### config.mk
export PLATFORM = sky130hd
export DESIGN_NAME = dec_scan_n
export DESIGN_NICKNAME = d
export VERILOG_FILES = /design/src/rtl/dec_pkg.sv /design/src/rtl/dec_scan_n_tick_div.sv /design/src/rtl/dec_scan_n.sv
export SDC_FILE = /design/constraint.sdc
export NUM_CORES = 1
export LEC_CHECK = 0
export ABC_AREA = 1
export CAP_MARGIN = 10
export CORE_MARGIN = 2
export CORE_UTILIZATION = 51
export CTS_CLUSTER_SIZE = 12
export DETAILED_ROUTE_END_ITERATION = 10
export PLACE_DENSITY = 0.77
export SLEW_MARGIN = 20
export SYNTH_ARGS = -nofsm -noshare
export SYNTH_HDL_FRONTEND = slang
export SYNTH_SLANG_ARGS = --single-unit
export TNS_END_PERCENT = 5
### constraint.sdc
create_clock -name clk -period 2 [get_ports clk]
set_input_delay 0.4 -clock clk [delete_from_list [all_inputs] [get_ports clk]]
set_output_delay 0.4 -clock clk [all_outputs]
set_load 0.01 [all_outputs]
### src/rtl/dec_pkg.sv
// Shared state type and select-line helpers for the dec_scan_n decoder family.
package dec_pkg;

  typedef enum logic [1:0] {
    S_IDLE  = 2'd0,
    S_DRIVE = 2'd1,
    S_BLANK = 2'd2
  } scan_state_t;

  // Widest decoder supported by the helpers; callers cast down to their own width.
  localparam int MAX_SEL_W = 8;
  localparam int MAX_OUT_W = 1 << MAX_SEL_W;

  function automatic int out_w(input int sel_w);
    return 1 << sel_w;
  endfunction

  function automatic logic [MAX_OUT_W-1:0] idle_lines(input logic active_low);
    return active_low ? {MAX_OUT_W{1'b1}} : {MAX_OUT_W{1'b0}};
  endfunction

  function automatic logic [MAX_OUT_W-1:0] onehot(input logic [MAX_SEL_W-1:0] sel,
                                                  input logic active_low);
    logic [MAX_OUT_W-1:0] r;
    r      = '0;
    r[sel] = 1'b1;
    return active_low ? ~r : r;
  endfunction

endpackage

### src/rtl/dec_scan_n_tick_div.sv
// Prescaler counting 0..DIV-1 with synchronous clear; flags the terminal count
// and the count just before it so callers can register look-ahead strobes.
module tick_div #(
  parameter int DIV = 1000,
  parameter int CW  = (DIV > 1) ? $clog2(DIV) : 1
) (
  input  logic clk,
  input  logic rst_n,
  input  logic i_clr,
  input  logic i_en,
  output logic o_tc,
  output logic o_pre_tc
);

  localparam logic [CW-1:0] TC_VAL  = CW'(DIV - 1);
  localparam logic [CW-1:0] PRE_VAL = CW'((DIV >= 2) ? DIV - 2 : 0);

  logic [CW-1:0] r_cnt;

  always_ff @(posedge clk or negedge rst_n) begin
    if (!rst_n) begin
      r_cnt <= '0;
    end else if (i_clr) begin
      r_cnt <= '0;
    end else if (i_en) begin
      r_cnt <= (r_cnt == TC_VAL) ? '0 : r_cnt + 1'b1;
    end
  end

  assign o_tc     = (r_cnt == TC_VAL);
  assign o_pre_tc = (r_cnt == PRE_VAL);

endmodule

### src/rtl/dec_scan_n.sv
// Registered 74HC138-style decoder with direct decode and a blanked auto-scan mode.
// Every output is computed from next-state values and registered, so y never glitches.
module dec_scan_n
  import dec_pkg::*;
#(
  parameter int SEL_W      = 3,
  parameter int DIV        = 1000,
  parameter int BLANK      = 1,
  parameter int ACTIVE_LOW = 1
) (
  input  logic                      clk,
  input  logic                      rst_n,
  input  logic                      e1_n,
  input  logic                      e2_n,
  input  logic                      e3,
  input  logic                      mode,
  input  logic [SEL_W-1:0]          sel,
  input  logic [SEL_W-1:0]          last,
  output logic [(1 << SEL_W)-1:0]   y,
  output logic [SEL_W-1:0]          idx,
  output logic                      slot_stb,
  output logic                      frame_stb
);

  localparam int OUT_W = out_w(SEL_W);
  localparam int BW    = (BLANK > 0) ? (($clog2(BLANK + 1) > 1) ? $clog2(BLANK + 1) : 1) : 1;
  localparam logic             AL         = (ACTIVE_LOW != 0);
  localparam logic [OUT_W-1:0] IDLE_Y     = OUT_W'(idle_lines(AL));
  localparam logic [BW-1:0]    BLANK_LAST = BW'((BLANK > 0) ? BLANK - 1 : 0);

  scan_state_t      r_state, w_state_nx;
  logic [BW-1:0]    r_bcnt, w_bcnt_nx;
  logic [SEL_W-1:0] r_idx, w_idx_nx;
  logic [OUT_W-1:0] r_y, w_y_nx;
  logic             r_slot, r_frame;
  logic             w_en, w_direct, w_run, w_adv, w_wrap, w_tc, w_pre_tc;

  assign w_en     = e3 & ~e1_n & ~e2_n;
  assign w_direct = w_en & ~mode;

  tick_div #(.DIV(DIV)) u_div (
    .clk      (clk),
    .rst_n    (rst_n),
    .i_clr    (~w_run),
    .i_en     (w_run),
    .o_tc     (w_tc),
    .o_pre_tc (w_pre_tc)
  );

  // Abort (en low or mode low) beats everything; otherwise step the scan FSM.
  always_comb begin
    w_state_nx = r_state;
    w_idx_nx   = r_idx;
    w_bcnt_nx  = r_bcnt;
    w_run      = 1'b0;
    w_adv      = 1'b0;
    if (!(w_en && mode)) begin
      w_state_nx = S_IDLE;
      if (w_direct) w_idx_nx = sel;
    end else begin
      case (r_state)
        S_IDLE: begin
          w_state_nx = S_DRIVE;
          w_idx_nx   = '0;
        end
        S_DRIVE: begin
          w_run = 1'b1;
          if (w_tc) begin
            if (BLANK > 0) begin
              w_state_nx = S_BLANK;
              w_bcnt_nx  = '0;
            end else begin
              w_adv = 1'b1;
            end
          end
        end
        S_BLANK: begin
          if (r_bcnt == BLANK_LAST) begin
            w_adv      = 1'b1;
            w_state_nx = S_DRIVE;
          end else begin
            w_bcnt_nx = r_bcnt + 1'b1;
          end
        end
        default: w_state_nx = S_IDLE;
      endcase
    end
    w_wrap = w_adv && (r_idx >= last);
    if (w_adv) w_idx_nx = w_wrap ? '0 : r_idx + 1'b1;
    if (w_state_nx == S_DRIVE) begin
      w_y_nx = OUT_W'(onehot(MAX_SEL_W'(w_idx_nx), AL));
    end else if (w_direct) begin
      w_y_nx = OUT_W'(onehot(MAX_SEL_W'(sel), AL));
    end else begin
      w_y_nx = IDLE_Y;
    end
  end

  // slot_stb is registered one clock early so it lands on the final drive clock.
  always_ff @(posedge clk or negedge rst_n) begin
    if (!rst_n) begin
      r_state <= S_IDLE;
      r_bcnt  <= '0;
      r_idx   <= '0;
      r_y     <= IDLE_Y;
      r_slot  <= 1'b0;
      r_frame <= 1'b0;
    end else begin
      r_state <= w_state_nx;
      r_bcnt  <= w_bcnt_nx;
      r_idx   <= w_idx_nx;
      r_y     <= w_y_nx;
      r_slot  <= w_run & w_pre_tc;
      r_frame <= w_wrap;
    end
  end

  assign y         = r_y;
  assign idx       = r_idx;
  assign slot_stb  = r_slot;
  assign frame_stb = r_frame;

endmodule

# Word-level counts from Yosys, hierarchy flattened
# Index checks and enable logic that the tools add are counted.
# classes
eq_ne	6
reduce_logical	7
n_bitwise	9
add_sub_neg	3
n_lt_le_gt_ge	5
n_mux	25
# ops
op	count
$eq 10x10->1 const B	2
$mux 10	2
$lt 3x9->1 const B	2
$mux 8	2
$not 8->8	2
$mux 3	5
$add 10x1->10 const B	1
$mux 1	9
$demux 1 s3	2
$ge 3x1->1 const B	2
$mux 2	3
$pmux 2 s3	1
$and 1x1->1	4
$eq 2x1->1 const B	2
$logic_and 1x1->1	4
$add 3x1->3 const B	1
$ge 3x3->1	1
$not 1->1	3
$reduce_and 3->1	1
$eq 2x2->1 const B	1
$logic_not 2->1	1
$ne 2x1->1 const B	1
$pmux 1 s2	1
$reduce_bool 2->1	1
$add 1x1->1 const B	1
# word_totals
out_inout_bits	13
register_bits	26

# Longest topological paths before layout
# logic_depth
ltp_word	14
depth_mapped	12
ltp_nobuf	12

# Hierarchy
# A second synthesis with hierarchy kept.
# unflattened
cells_unflattened	198
hier_area_um2	1524.0
# modules_own_cells
module	n_inst	cells_per_inst	area_per_inst_um2	seq_area_each_um2
dec_scan_n	1	109	877.1	385.4
tick_div	1	89	646.9	250.2

# Worst setup path after synthesis
# OpenSTA, ideal clock, no wires.
# synth_path
path_kind	register to register
from	reg r_idx[2] (netlist: idx[2])
to	reg r_y[1] (netlist: y[1])
slack_ns	0.453
path_stages_with_launch	10
required_time_ns	1.917
arrival_time_ns	1.464
cell_sequence	dfrtp_1 > ha_1 > nand2_1 > nand2_1 > nor2_1 > nand3_1 > nand2_1 > nand2_2 > nor2_4 > a21oi_2
# synth_between
elab_chain_cells	10
# synth_rtl
item	line_no	source
from (decl)	dec_scan_n.sv:33	logic [SEL_W-1:0] r_idx, w_idx_nx;
from (signal assigned)	dec_scan_n.sv:111	r_idx <= w_idx_nx;
$ge 3x3->1	dec_scan_n.sv:88	w_wrap = w_adv && (r_idx >= last);
$logic_and 1x1->1	dec_scan_n.sv:88	
$mux 3	dec_scan_n.sv:89	if (w_adv) w_idx_nx = w_wrap ? '0 : r_idx + 1'b1;
$mux 3 *	dec_scan_n.sv:89	
$lt 3x9->1 (not written as such) / $ge 3x1->1 (equally long branches)	dec_pkg.sv:26	r[sel] = 1'b1;
$logic_and 1x1->1 (not written as such)	dec_pkg.sv:26	
$mux 1 (not written as such)	dec_pkg.sv:26	
$demux 1 s3 *	dec_pkg.sv:26	
$not 8->8 *	dec_pkg.sv:27	return active_low ? ~r : r;
$mux 8 *	dec_scan_n.sv:90	if (w_state_nx == S_DRIVE) begin
named net w_y_nx[1]	dec_scan_n.sv:34	logic [OUT_W-1:0] r_y, w_y_nx;
to (signal assigned)	dec_scan_n.sv:112	r_y <= w_y_nx;
to (decl)	dec_scan_n.sv:34	
# The timed path passes the listed nets; every way through them passes the cells marked *.
# A chain may end at the register's enable or synchronous reset.

# Worst setup path after layout
# layout_path
from	in last[2]
to	reg r_y[1] (netlist: y[1])
# layout_between
elab_chain_cells	10
# layout_rtl
item	line_no	source
from (decl)	dec_scan_n.sv:18	input logic [SEL_W-1:0] last,
$ge 3x3->1 *	dec_scan_n.sv:88	
$logic_and 1x1->1 *	dec_scan_n.sv:88	
$mux 3 * (2 in a row)	dec_scan_n.sv:89	
$lt 3x9->1 (not written as such) / $ge 3x1->1 (equally long branches)	dec_pkg.sv:26	
$logic_and 1x1->1 (not written as such)	dec_pkg.sv:26	
$mux 1 (not written as such)	dec_pkg.sv:26	
$demux 1 s3 *	dec_pkg.sv:26	
$not 8->8 *	dec_pkg.sv:27	
$mux 8 *	dec_scan_n.sv:90	
named net w_y_nx[1]	dec_scan_n.sv:34	
# Marked as above.

==> flow_metrics.env <==
export IMPL_cts_clk_slew_worst_paths_ns=0.14
export IMPL_core_um2=2760
export IMPL_overflow=0
export IMPL_synth_top_family_by_area="simple AND/OR/NAND/NOR gates"
export IMPL_ir_drop_mv=0.565
export IMPL_post_cts_resized=0
export IMPL_cpPeakStageDelay_ns=0.45
export IMPL_antenna_found_initial=0
export IMPL_crit_required_ns=2.26
export IMPL_setup_violations=0
export IMPL_detailed_place_hpwl_mm=2.41
export IMPL_crit_path_top_delay_cell="clkdlybuf4s50_1"
export IMPL_synth_cells=186
export IMPL_io_pins=25
export IMPL_fin_util_pct=65.9
export IMPL_leakage_nw=0.817
export IMPL_synthAdderAreaFrac_pct=5.08
export IMPL_syn_avg_cell_area_um2=7.95
export IMPL_hp_class="primary input to asynchronous set/reset pin"
export IMPL_dieArea_um2=3350
export IMPL_critPathMostFrequentCell="nand2_1"
export IMPL_rsz0062_at_grt="no"
export IMPL_drive_above_1_share_pct=21.1
export IMPL_final_hold_violation_count=0
export IMPL_wirelength_mm=3.03
export IMPL_ctsHoldBuffers=0
export IMPL_ys_warn_count=0
export IMPL_first_global_vias=1333
export IMPL_grt_pass1_wl_mm=5.40
export IMPL_filler_cell_count=233
export IMPL_crit_chain="clkdlybuf4s50_1 -> inv_1 -> ha_1 -> nand2_1 -> nand2_1 -> nor2_1 -> nand3_1 -> nand2_1 -> nand2_2 -> nor2_4 -> a21oi_2"
export IMPL_synth_xor_area_share_pct=1.78
export IMPL_critPathMaxFanout=4
export IMPL_rows=19
export IMPL_maxCapViolCount=0
export IMPL_syn_to_final_growth_pct=22.9
export IMPL_diodes=0
export IMPL_yosysTopAreaCell="dfrtp_1"
export IMPL_via_per_inst=5.38
export IMPL_status="finished, final reports clean"
export IMPL_die_height_um=57.9
export IMPL_synth_compound_area_share_pct=5.41
export IMPL_cts_buffer_depth=2
export IMPL_die_width_um=57.9
export IMPL_rrSetupSlack_ns=0.27
export IMPL_synth_simple_area_share_pct=38.4
export IMPL_initial_core_util_pct=53.6
export IMPL_worst_setup_path_end_kind="register"
export IMPL_min_period_over_period_pct=90.8
export IMPL_synth_area_leaders="dfrtp_1 29%, dfstp_2 14%, nand2_1 9.6%, nor2_1 7.6%, inv_1 5.3%"
export IMPL_synth_nets=204
export IMPL_post_cts_buffers=0
export IMPL_cts_buffers_inserted=3
export IMPL_drv_slew=0
export IMPL_yosysSeqAreaShare_pct=43.0
export IMPL_grt_start_max_net_pins=26
export IMPL_htreeDepth=1
export IMPL_first_pass_iters=6
export IMPL_vias=1340
export IMPL_muxShareOfSynthArea_pct=0
export IMPL_crit_type="primary input to register"
export IMPL_slew_headroom_pct=79.1
export IMPL_fin_crit_ns=1.82
export IMPL_synth_top_area_share_pct=28.8
export IMPL_portBuffers=24
export IMPL_arrival_ns=2.08
export IMPL_cts_sinks=25
export IMPL_p_per_area_nw_per_um2=538
export IMPL_routabilityCongestion=0.903
export IMPL_fmax_mhz=550
export IMPL_synth_area_um2=1480
export IMPL_cts_tree="done"
export IMPL_start_kind="primary input"
export IMPL_ys_types=25
export IMPL_finalPower_mw=0.979
export IMPL_detail_route_antenna_nets=0
export IMPL_worst_slew_pin_slew_ns=0.312
export IMPL_grt_use_total_pct=20.6
export IMPL_routedWlPerCell_um=12.2
export IMPL_fin_nets=237
export IMPL_synth_seq_cells=25
export IMPL_finalClockSkew_ns=0.00120
export IMPL_clockRootBuffer="clkbuf_4"
export IMPL_clock_latency_ns=0.32
export IMPL_drcViolationCount=0
export IMPL_initialDrtViolationCount=58
==> report_power, final <==
group / total, mW / internal (mW) / switching, mW
Sequential: 0.531 / 0.519 / 0.0124
Combinational: 0.218 / 0.0936 / 0.124
Clock: 0.230 / 0.0764 / 0.153
==> flip-flops by register name, indices dropped and copies added (netlist names) <==
register / cells
frame_stb: 1
idx: 3
slot_stb: 1
y: 8
u_div.r_cnt: 10
r_state: 2
==> layer usage <==
layer | track usage, % | wire [µm] | up-vias
li1 | - | - | 657
met1 | 24.1 | 1230 | 624
met2 | 37.8 | 1580 | 52
met3 | 2.46 | 161 | 7
met4 | 8.64 | 57 | 0
met5 | 0 | 0 | -
==> Yosys cell counts <==
| cell type | count |
|---|---|
| nor2_2 | 1 |
| nor3b_1 | 1 |
| nand2_2 | 10 |
| nand2_1 | 38 |
| inv_1 | 21 |
| ha_1 | 6 |
| nor4_1 | 1 |
| nor2_1 | 30 |
| xnor2_1 | 1 |
| a21oi_2 | 4 |
| o21ai_1 | 2 |
| dfstp_2 | 8 |
| o21ai_0 | 2 |
| nor2_4 | 4 |
| xor2_1 | 2 |
| or2_2 | 1 |
| nor3_2 | 2 |
| nand4_1 | 1 |
| inv_2 | 4 |
| nand3_4 | 1 |
| dfrtp_1 | 17 |
| nand3_2 | 3 |
| nand3_1 | 14 |
| nor3_1 | 7 |
| a21oi_1 | 5 |
==> placed cells by master, fill, tap and decap left out, types with 2 or more instances in the layout <==
master,instances
buf_4,4
nand3_1,14
nand3_2,3
clkdlybuf4s50_1,24
ha_1,6
clkbuf_4,3
a21oi_2,4
nand2_2,10
dfstp_2,8
xor2_1,2
o21ai_1,2
nor2_1,30
inv_2,4
inv_1,21
nand2_1,38
nor3_2,2
nor2_4,4
o21ai_0,2
a21oi_1,5
nor3_1,7
dfrtp_1,17
==> critical path: cells and delay by family <==
family                     cells  cell delay [ns]
and+or+nand+nor                7             0.79
buffers and inverters          2             0.49
adders and majority gates      1             0.32
AOI/OAI and AO/OA              1             0.08
==> through the flow <==
stage	hold slack, ns	setup WS [ns]	instances	TNS [ns]	instance area, µm²
after floorplan	0.104	0.453	186	0	1480
after global placement	0.453	-0.0919	245	-0.565	1790
after detailed placement	0.469	-0.149	245	-1.02	1790
after CTS	0.429	0.179	249	0	1820
after global routing	0.436	0.0360	249	0	1820
final	0.426	0.183	249	0	1820
==> cell type report <==
type | instances | area (µm²) | area share, %
sequential | 25 | 636 | 35.0
timing repair buffer | 28 | 270 | 14.9
clock buffer | 3 | 22.5 | 1.24
multi-input combinational | 136 | 749 | 41.2
clock inverter | 1 | 7.51 | 0.413
inverter | 25 | 93.8 | 5.16
tap | 31 | 38.8 | 2.13
==> path summary, 6_finish.rpt <==
kind                             endpoint      startpoint  cells after the start
min                              slot_stb           rst_n                      2
min reg2reg                u_div.r_cnt[0]  u_div.r_cnt[0]                      1
max reg2reg                          y[4]          idx[0]                     12
max                                  y[1]         last[2]                     11
min in group clk           u_div.r_cnt[0]  u_div.r_cnt[0]                      1
max in group asynchronous            y[4]           rst_n                      2
==> cells by family (layout without fill, tap and decap cells) <==
logic type,Yosys count,after routing
xor gates and xnor gates,3,3
DFF,25,25
buffers and inverters,25,57
AOI/OAI and AO/OA,13,13
and+or+nand+nor,114,114
adders and majority gates,6,6
(Power assumes the default switching activity.)
